**config.mk**
```make
export PLATFORM = sky130hd
export DESIGN_NAME = jk_bank_scheduler
export DESIGN_NICKNAME = d
export VERILOG_FILES = /design/src/rtl/jk_bank_scheduler.sv
export SDC_FILE = /design/constraint.sdc
export NUM_CORES = 1
export LEC_CHECK = 0
export CORE_AREA = 2 2 65 67
export DETAILED_ROUTE_END_ITERATION = 12
export DIE_AREA = 0 0 67 69
export GPL_TIMING_DRIVEN = 0
export PLACE_DENSITY = 0.74
export SLEW_MARGIN = 20
export SYNTH_ARGS = -nofsm -noshare
export SYNTH_HDL_FRONTEND = slang
export SYNTH_SLANG_ARGS = --single-unit
```
**constraint.sdc**
```tcl
create_clock -name clk -period 3.4 [get_ports clk]
set_clock_uncertainty 0.1 [all_clocks]
set_input_delay 0.34 -clock clk [delete_from_list [all_inputs] [get_ports clk]]
set_output_delay 0.34 -clock clk [all_outputs]
set_load 0.01 [all_outputs]
```
**src/rtl/jk_bank_scheduler.sv**
```systemverilog
// jk_bank_scheduler: round-robin scheduler sharing one bank of N JK flip-flops between requesters A and B
// Ports:
//   clk, reset                 clock (rising edge), asynchronous active-high reset
//   a_valid/a_ready/a_op/a_idx/a_cnt   requester A command handshake: {j,k} op, target bit, toggle count
//   b_valid/b_ready/b_op/b_idx/b_cnt   requester B, same as A
//   j_vec, k_vec               registered single-cycle pulses to the bank j/k inputs
//   q_vec                      bank q outputs read back on completion
//   busy                       high whenever not IDLE
//   done, done_src, done_q, done_err   completion pulse, requester (0=A,1=B), resulting q, bad-index flag
module jk_bank_scheduler #(
    parameter int N    = 8,
    parameter int IDXW = 3,
    parameter int CNTW = 4
) (
    input  logic            clk,
    input  logic            reset,
    input  logic            a_valid,
    output logic            a_ready,
    input  logic [1:0]      a_op,
    input  logic [IDXW-1:0] a_idx,
    input  logic [CNTW-1:0] a_cnt,
    input  logic            b_valid,
    output logic            b_ready,
    input  logic [1:0]      b_op,
    input  logic [IDXW-1:0] b_idx,
    input  logic [CNTW-1:0] b_cnt,
    output logic [N-1:0]    j_vec,
    output logic [N-1:0]    k_vec,
    input  logic [N-1:0]    q_vec,
    output logic            busy,
    output logic            done,
    output logic            done_src,
    output logic            done_q,
    output logic            done_err
);
    typedef enum logic [1:0] {IDLE, PULSE, SETTLE, DONE} state_t;
    localparam logic [N-1:0] ONE = N'(1);
    state_t          state;
    logic            rr_ptr;
    logic            src;
    logic [1:0]      op;
    logic [IDXW-1:0] idx;
    logic [CNTW-1:0] rem;
    logic [1:0]      g_op;
    logic [IDXW-1:0] g_idx;
    logic [CNTW-1:0] g_cnt;
    logic [N-1:0]    g_sel;
    logic [N-1:0]    sel;
    logic [N-1:0]    q_sh;
    logic            g_err;
    assign busy    = state != IDLE;
    // reset gating keeps both ready low while reset is held, even though state already reads IDLE
    assign a_ready = ~reset & (state == IDLE) & a_valid & (~b_valid | ~rr_ptr);
    assign b_ready = ~reset & (state == IDLE) & b_valid & (~a_valid | rr_ptr);
    always_comb begin
        g_op  = b_ready ? b_op : a_op;
        g_idx = b_ready ? b_idx : a_idx;
        g_cnt = b_ready ? b_cnt : a_cnt;
        g_sel = ONE << g_idx;
        g_err = int'(g_idx) >= N;
        sel   = ONE << idx;
        q_sh  = q_vec >> idx;
    end
    always_ff @(posedge clk or posedge reset) begin
        if (reset) begin
            state    <= IDLE;
            rr_ptr   <= 1'b0;
            src      <= 1'b0;
            op       <= '0;
            idx      <= '0;
            rem      <= '0;
            j_vec    <= '0;
            k_vec    <= '0;
            done     <= 1'b0;
            done_src <= 1'b0;
            done_q   <= 1'b0;
            done_err <= 1'b0;
        end else begin
            done  <= 1'b0;
            j_vec <= '0;
            k_vec <= '0;
            case (state)
                IDLE: if (a_ready | b_ready) begin
                    op     <= g_op;
                    idx    <= g_idx;
                    rem    <= (g_cnt == '0) ? CNTW'(1) : g_cnt;
                    src    <= b_ready;
                    rr_ptr <= a_ready;
                    if (g_err) begin
                        // out-of-range index: report immediately without touching the bank
                        state    <= DONE;
                        done     <= 1'b1;
                        done_src <= b_ready;
                        done_q   <= 1'b0;
                        done_err <= 1'b1;
                    end else begin
                        state <= PULSE;
                        j_vec <= g_op[1] ? g_sel : '0;
                        k_vec <= g_op[0] ? g_sel : '0;
                    end
                end
                PULSE: state <= SETTLE;
                SETTLE: if (op == 2'b11 && rem > CNTW'(1)) begin
                    rem   <= rem - CNTW'(1);
                    state <= PULSE;
                    j_vec <= sel;
                    k_vec <= sel;
                end else begin
                    state    <= DONE;
                    done     <= 1'b1;
                    done_src <= src;
                    done_q   <= q_sh[0];
                    done_err <= 1'b0;
                end
                default: state <= IDLE;
            endcase
        end
    end
endmodule
```
=== Yosys cells after proc, flatten, opt, wreduce, memory -nomap -nowiden ===
Cells that the tools add are included.

* Flip-flop bits (word level): 32
* Latch bits: 0
* Memory bits (writable): 0
* Memory bits (read-only): 0
* Input bits: 30
* Output and inout port bits: 23
* Memories kept: 0

* Add/sub/neg operators: 1
* Multipliers: 0
* Divide/modulo/power cells: 0
* $lt $le $gt $ge: 1
* Eq/ne operators: 5
* Shift operators: 3
* Multiplexer cells: 19
* Bitwise operators: 13
* Reductions and logical operators: 8

{| class="wikitable"
|+ Operators with widths
! kind !! number
|-
| 2-to-1 mux 8 bit || 5
|-
| case mux 8 bit (2 select lines) || 2
|-
| 2-to-1 mux 4 bit || 4
|-
| left shift 1 x 3 -> 8 bit, first input constant || 2
|-
| case mux 4 bit (2 select lines) || 1
|-
| >> shifter 8 x 3 -> 1 bit || 1
|-
| 2-to-1 mux 2 bit || 3
|-
| case mux 2 bit (3 select lines) || 1
|-
| AND 1 bit || 5
|-
| NOT 1 bit || 5
|-
| == test 2 bit, second input constant || 2
|-
| greater-than comparator 4 x 1 -> 1 bit, second input constant || 1
|-
| logical NOT 4 bit || 1
|-
| AND reduction 2 bit || 2
|-
| nonzero test 2 bit || 2
|-
| subtractor 4 x 1 -> 4 bit, second input constant || 1
|-
| 2-to-1 mux 3 bit || 1
|-
| bitwise OR 1 bit || 3
|-
| AND reduction 3 bit || 1
|-
| == test 2 x 1 -> 1 bit, second input constant || 1
|-
| logical NOT 2 bit || 1
|-
| 2-to-1 mux 1 bit || 2
|-
| != test 2 x 1 -> 1 bit, second input constant || 1
|-
| != test 2 bit, second input constant || 1
|-
| logical AND 1 bit || 1
|}

=== Longest topological paths before layout ===
Gate-level depths: netlist (run 1).

* Depth after elaboration: 9
* Gate-level depth with buffers: 7
* Depth with buffers taken out: 7

=== Worst setup path after synthesis (run 1) ===
OpenSTA, ideal clock, no wires.

* Path type: flip-flop to flip-flop
* Start point: reg rem[0]
* End point: reg j_vec[0]
* Data arrival time: 1638 ps
* Path slack: 1561 ps
* Cell stages (with the launch flop): 8
* Path buffers: 1
* Path through: dfrtp_1 > inv_1 > ha_1 > nor2_1 > o311ai_4 > or2_2 > buf_6 > o32ai_1

* Word-level cells in the longest chain between the ends: 4

{| class="wikitable"
|+ RTL lines
! element !! RTL line !! source
|-
| start: declaration || 43 || <nowiki>logic [CNTW-1:0] rem;</nowiki>
|-
| start signal: assignment || 86 || <nowiki>rem <= (g_cnt == '0) ? CNTW'(1) : g_cnt;</nowiki>
|-
| start signal: assignment || 104 || <nowiki>rem <= rem - CNTW'(1);</nowiki>
|-
| greater-than comparator 4 x 1 -> 1 bit || 103 || <nowiki>SETTLE: if (op == 2'b11 && rem > CNTW'(1)) begin</nowiki>
|-
| logical AND 1 bit || 103 ||
|-
| 2-to-1 mux 8 bit || 103 ||
|-
| case mux 8 bit (2 select lines) || 82 || <nowiki>case (state)</nowiki>
|-
| end signal: assignment || 98 || <nowiki>j_vec <= g_op[1] ? g_sel : '0;</nowiki>
|-
| end signal: assignment || 106 || <nowiki>j_vec <= sel;</nowiki>
|-
| end: declaration || 27 || <nowiki>output logic [N-1:0] j_vec,</nowiki>
|}

No other way between the ends.
A chain may end at the register's enable or synchronous reset.

=== Worst setup path in the final report (run 1) ===
* Start point: in reset
* End point: out b_ready

* Word-level cells in the longest chain between the ends: 4

{| class="wikitable"
|+ RTL lines
! element !! RTL line !! source
|-
| start: declaration || 16 || <nowiki>input logic reset,</nowiki>
|-
| NOT 1 bit || 54 || <nowiki>assign b_ready = ~reset & (state == IDLE) & b_valid & (~a_valid | rr_ptr);</nowiki>
|-
| AND 1 bit (3 in a row) || 54 ||
|-
| end: declaration || 23 || <nowiki>output logic b_ready,</nowiki>
|}

No other way between the ends.

==> results.yml, run 1 <==
floorplan:
  start_util: 0.435
  core_region_area_um2: 3910
  die_h_um: 69
  dieWidth_um: 67
  dieArea_um2: 4620
  rows: 23
  io_pins: 53
yosys:
  synth_top_area_frac: 0.471
  ys_types: 43
  synth_area_um2: 1700
  netlist_top_cells_area: "dfrtp_1 47%, nand2_1 4.9%, o22ai_1 4.4%"
  syn_inst: 170
  synth-main-ff-cell: "dfrtp_1"
  seq_area_frac_synth: 0.471
  synth_seq_cells: 32
  yosysMostFrequentCell: "dfrtp_1"
  synth_edf_count: 0
  ys_warn_count: 0
  ys_async_sr_fraction: 1.00
  synth_commonest_cells: "32 x dfrtp_1, 22 x nand2_1, 12 x o22ai_1"
  synth_top_area_cell: "dfrtp_1"
  synth_nets: 202
  syn_avg_cell_area_um2: 10.0
critical_path:
  cp_slowest_cell: "clkdlybuf4s50_1"
  criticalPathCategory: "input port to output pin"
  crit_chain: "clkdlybuf4s50_1 -> nor3_4 -> nand3_4 -> inv_2 -> buf_6 -> clkdlybuf4s50_1"
  end_kind: "output pin"
  critical_path_required_ns: 2.96
  cp_max_fo: 10
  critPathMostFrequentCell: "clkdlybuf4s50_1"
  arrival_ns: 2.08
  regToRegStartpoint: "state[1]$_DFFE_PP0P_"
  critPathLaunchType: "input port"
  r2r-end: "j_vec[4]$_DFF_PP0_"
  rr_worst_depth: 6
  slowest_delay_ns: 0.54
  reg2reg_slack_ns: 1.35
clock_tree:
  cts_tree: "built"
  cts_setup_buffers: 0
  ctsResizeCount: 0
  cts_sinks: 32
  clk_latency_ns: 0.28
  clk_pin_slew_ns: 0.06
  cts_inserted_buffers: 5
  ctsLongestPathBuffers: 2
  cts_hold_buf: 0
  htree_num_levels: 2
  cts_root_buffer: "clkbuf_8"
placement:
  dpl_cell_area_um2: 2270
  gp_congestion: 0.829
  place.port_buffers: 51
  placed_cells: 271
  hpwl_um: 3100
worst_hold_path:
  hold_path_depth: 2
  hold_path_end: "src$_DFFE_PP0P_"
  min_path_type: "flop to flop"
  hold_start: "src$_DFFE_PP0P_"
finish:
  final_cells: 279
  drive_gt1_frac: 0.118
  fin_area_um2: 2380
  antenna_cells: 0
  num-fill-cells: 354
  synthToLayoutAreaGrowth_pct: 40.0
  num-nets-final: 260
  fin_util: 0.609
timing:
  whs_ns: 0.376
  setup_viol: 0
  slew_headroom: 0.553
  hold_viol_final: 0
  fin_tns_setup_ns: 0
  period_minus_slack_ns: 2.52
  rsz0062_at_grt: "false"
  min_period_over_period: 0.742
  tightest_slew_ns: 0.669
  slew_violations: 0
  max_freq_mhz: 396
global_route:
  grtUsageTotal: 0.198
  grt_max_degree: 33
  grt_first_pass_wirelength_um: 6990
  overflow: 0
  met2_usage: 0.296
  busiest_layer: "met2"
  first_global_vias: 1489
  grtUsageMet1: 0.271
  antenna_found_initial: 0
  use_met3: 0.0506
route:
  via_count: 1539
  drtIter0Drc: 71
  vias_per_cell: 5.52
  drtAntennaViolNets: 0
  wl_um: 4150
  detail_route.drc_violations: 0
  avgRoutedWirePerCell_um: 14.9
  dr.pass1.iters: 4
run:
  drv_cap: 0
run_status:
  status: "completed"
pwr:
  p_leak_nw: 0.992
  max-vdd-ir-drop_mv: 0.244
  p_per_area_nw_per_um2: 677
## cell type report
cell class / instances / area, µm² / area share
plain buffers: 8 / 58.8 / 0.0247
clock buffers: 6 / 72.6 / 0.0305
clock inverters: 2 / 35.0 / 0.0147
inverters: 7 / 26.3 / 0.0110
multi-input cells: 123 / 816 / 0.342
flip-flops and latches: 32 / 801 / 0.336
well taps: 50 / 62.6 / 0.0263
repair buffers: 51 / 510 / 0.214
## worst max-delay path by stage
stage | from | to | slack, ns | cells after the start
global route | reset | b_ready | 0.77 | 6
floorplan | rem[0]$_DFFE_PP0P_ | j_vec[0]$_DFF_PP0_ | 1.56 | 7
finish | reset | b_ready | 0.88 | 6
detailed placement | reset | b_ready | 0.89 | 6
CTS | reset | b_ready | 0.89 | 6
global placement | reset | b_ready | 0.92 | 6
## cell families (layout without fill, tap and decap cells)
| kind of cell | Yosys count | count (layout) | share of synthesized area |
|---|---|---|---|
| AND/OR/NAND/NOR | 66 | 66 | 0.210 |
| other | 1 | 1 | 0.00220 |
| flip-flops | 32 | 32 | 0.471 |
| multiplexers | 6 | 6 | 0.0537 |
| buffers and inverters | 15 | 74 | 0.0500 |
| AO/OA/AOI/OAI | 48 | 48 | 0.199 |
| adder cells (fa/ha/maj) | 2 | 2 | 0.0147 |
## registers in the layout, indices dropped and copies added (netlist names)
register,cells
k_vec,8
op,2
rem,4
rr_ptr,1
done,1
state,2
j_vec,8
idx,3
src,1
done_q,1
done_src,1
## cells in the final DEF (no fill, tap or decap), drive strengths merged, types with 4 or more instances in the layout
cell type and instances:
nor2 11, nand3 7, o22ai 12, a21oi 4, o21ai 6, buf 6, o32ai 5, inv 7
nor3 7, nor3b 7, nand2 22, a31oi 11, clkdlybuf4s50 51, dfrtp 32, clkbuf 8
## critical path: cells and delay by family
kind	cells	cell delay, ns
buffers and inverters	4	1.26
AND/OR/NAND/NOR	2	0.47
## stage by stage
step	worst slack, ns	total power [mW]
2_1_floorplan	1.56	1.02
3_3_place_gp	0.918	1.24
3_5_place_dp	0.892	1.26
4_1_cts	0.885	1.62
5_1_grt	0.772	1.73
6_report	0.878	1.61
## layer usage
layer,part of all wire,vias up
li1,-,739
met1,0.45,738
met2,0.47,53
met3,0.065,9
met4,0.019,0
met5,0,-
## power breakdown
group	switching (mW)	total (mW)	internal, mW	leakage, nW
combinational	0.357	0.681	0.324	0.530
clock	0.139	0.356	0.217	0.0552
sequential	0.0876	0.576	0.488	0.407
total	0.583	1.61	1.03	0.992
Note: power is estimated with default switching activity, not from simulation.
==> run 2, diff against run 1 <==
Clock period 3.4 ns to 2.4 ns, I/O delays scaled along.
==> run 2 against run 1 <==
Effect of this change: routed wire length up 0.72%; final cell count increased by 1.4%; sequential share of layout area shrank 0.45 points; flip-flop and latch count unchanged; die area stayed put; critical path type unchanged; critical endpoint is now a_ready; highest routed layer unchanged.
==> results.yml, run 2 (synthesis gave the netlist of run 1 again) <==
route:
  dr.pass1.iters: 4
  detail_route.drc_violations: 0
  avgRoutedWirePerCell_um: 14.8
  wl_um: 4180
  vias_per_cell: 5.53
  drtAntennaViolNets: 0
  drtIter0Drc: 76
  via_count: 1564
critical_path:
  r2r-end: "k_vec[0]$_DFF_PP0_"
  reg2reg_slack_ns: 0.36
  end_kind: "output pin"
  rr_worst_depth: 7
  criticalPathCategory: "input port to output pin"
  regToRegStartpoint: "rem[0]$_DFFE_PP0P_"
  critical_path_required_ns: 2.06
  critPathLaunchType: "input port"
  cp_max_fo: 4
  arrival_ns: 1.81
timing:
  max_freq_mhz: 465
  tightest_slew_ns: 0.672
  hold_viol_final: 0
  slew_headroom: 0.552
  slew_violations: 0
  min_period_over_period: 0.896
  layout_setup_ws_ns: 0.249
  rsz0062_at_grt: "false"
  setup_viol: 0
  period_minus_slack_ns: 2.15
  fin_tns_setup_ns: 0
global_route:
  grt_first_pass_wirelength_um: 6990
  antenna_found_initial: 0
  first_global_vias: 1489
  grt_max_degree: 33
  overflow: 0
  grtUsageTotal: 0.198
clock_tree:
  cts_root_buffer: "clkbuf_8"
  htree_num_levels: 2
  cts_hold_buf: 0
  clk_pin_slew_ns: 0.06
  ctsLongestPathBuffers: 2
  cts_sinks: 32
  clk_latency_ns: 0.28
  cts_tree: "built"
  cts_inserted_buffers: 5
pwr:
  p_per_area_nw_per_um2: 959
  power.total_mw: 2.32
  max-vdd-ir-drop_mv: 0.362
  p_leak_nw: 1.03
finish:
  num-nets-final: 264
  final_cell_mix: "50 x clkdlybuf4s50_1, 32 x dfrtp_1, 22 x nand2_1"
  num-fill-cells: 354
  synthToLayoutAreaGrowth_pct: 41.9
  drive_gt1_frac: 0.133
  antenna_cells: 0
  layout_commonest_cell: "clkdlybuf4s50_1"
  reg_top3: "j_vec (8), k_vec (8), rem (4)"
floorplan:
  core_region_area_um2: 3910
  io_pins: 53
  dieArea_um2: 4620
  rows: 23
  die_h_um: 69
  dieWidth_um: 67
  start_util: 0.435
placement:
  pre_cts_slack_ns: 0.0925
  hpwl_um: 3100
  gp_congestion: 0.829
  place.port_buffers: 51
worst_hold_path:
  min_path_type: "input port to async pin"
run_status:
  status: "completed"
run:
  drv_cap: 0
run 2: final cells by class:
cell class | instances | area (µm²) | area share
Clock buffer | 6 | 72.6 | 0.0301
Tap cell | 50 | 62.6 | 0.0259
Inverter | 7 | 26.3 | 0.0109
Timing Repair Buffer | 55 | 543 | 0.225
Multi-Input combinational cell | 123 | 816 | 0.338
Sequential cell | 32 | 801 | 0.332
Clock inverter | 2 | 35.0 | 0.0145
Buffer | 8 | 58.8 | 0.0244
run 2: metal layers:
layer,wire length [µm],up-vias,GRT usage
met5,0,-,0
met3,243,9,0.0506
met2,1970,51,0.296
li1,-,750,-
met4,79,0,0.0771
met1,1890,754,0.271
run 2: per-stage QoR:
stage                     instances  hold WS, ns  instance area, µm²  utilization
after global placement          271        0.363                2270        0.581
final                           283        0.360                2410        0.617
after global routing            283        0.412                2410        0.617
after floorplan                 170        0.244                1700            -
after CTS                       279        0.379                2380        0.609
after detailed placement        271        0.363                2270        0.581
run 2: power by group:
group          switching [mW]  leakage [nW]  internal [mW]
sequential              0.125         0.407          0.692
combinational           0.514         0.568          0.482
clock                   0.195        0.0552          0.308
total                   0.834          1.03           1.48
run 2: what timing repair did:
| item | 4_1_cts | 5_1_grt |
|---|---|---|
| resized for setup | 0 | 1 |
| buffers inserted | 0 | 4 |
| setup endpoints to repair | 0 | 1 |
run 2: worst max-delay path, stage by stage:
cell	delay, ns
clkdlybuf4s50_1	0.47
nor3_4	0.34
nand2_1	0.09
a21oi_1	0.12
clkdlybuf4s50_1	0.55
run 2: worst max-delay path by stage:
| stage | from | endpoint | slack [ns] | cells past startpoint |
|---|---|---|---|---|
| CTS | state[1]$_DFFE_PP0P_ | b_ready | 0.01 | 5 |
| detailed placement | reset | b_ready | 0.09 | 6 |
| floorplan | rem[0]$_DFFE_PP0P_ | j_vec[0]$_DFF_PP0_ | 0.56 | 7 |
| global route | reset | a_ready | 0.14 | 5 |
| finish | reset | a_ready | 0.25 | 5 |
| global placement | reset | b_ready | 0.12 | 6 |
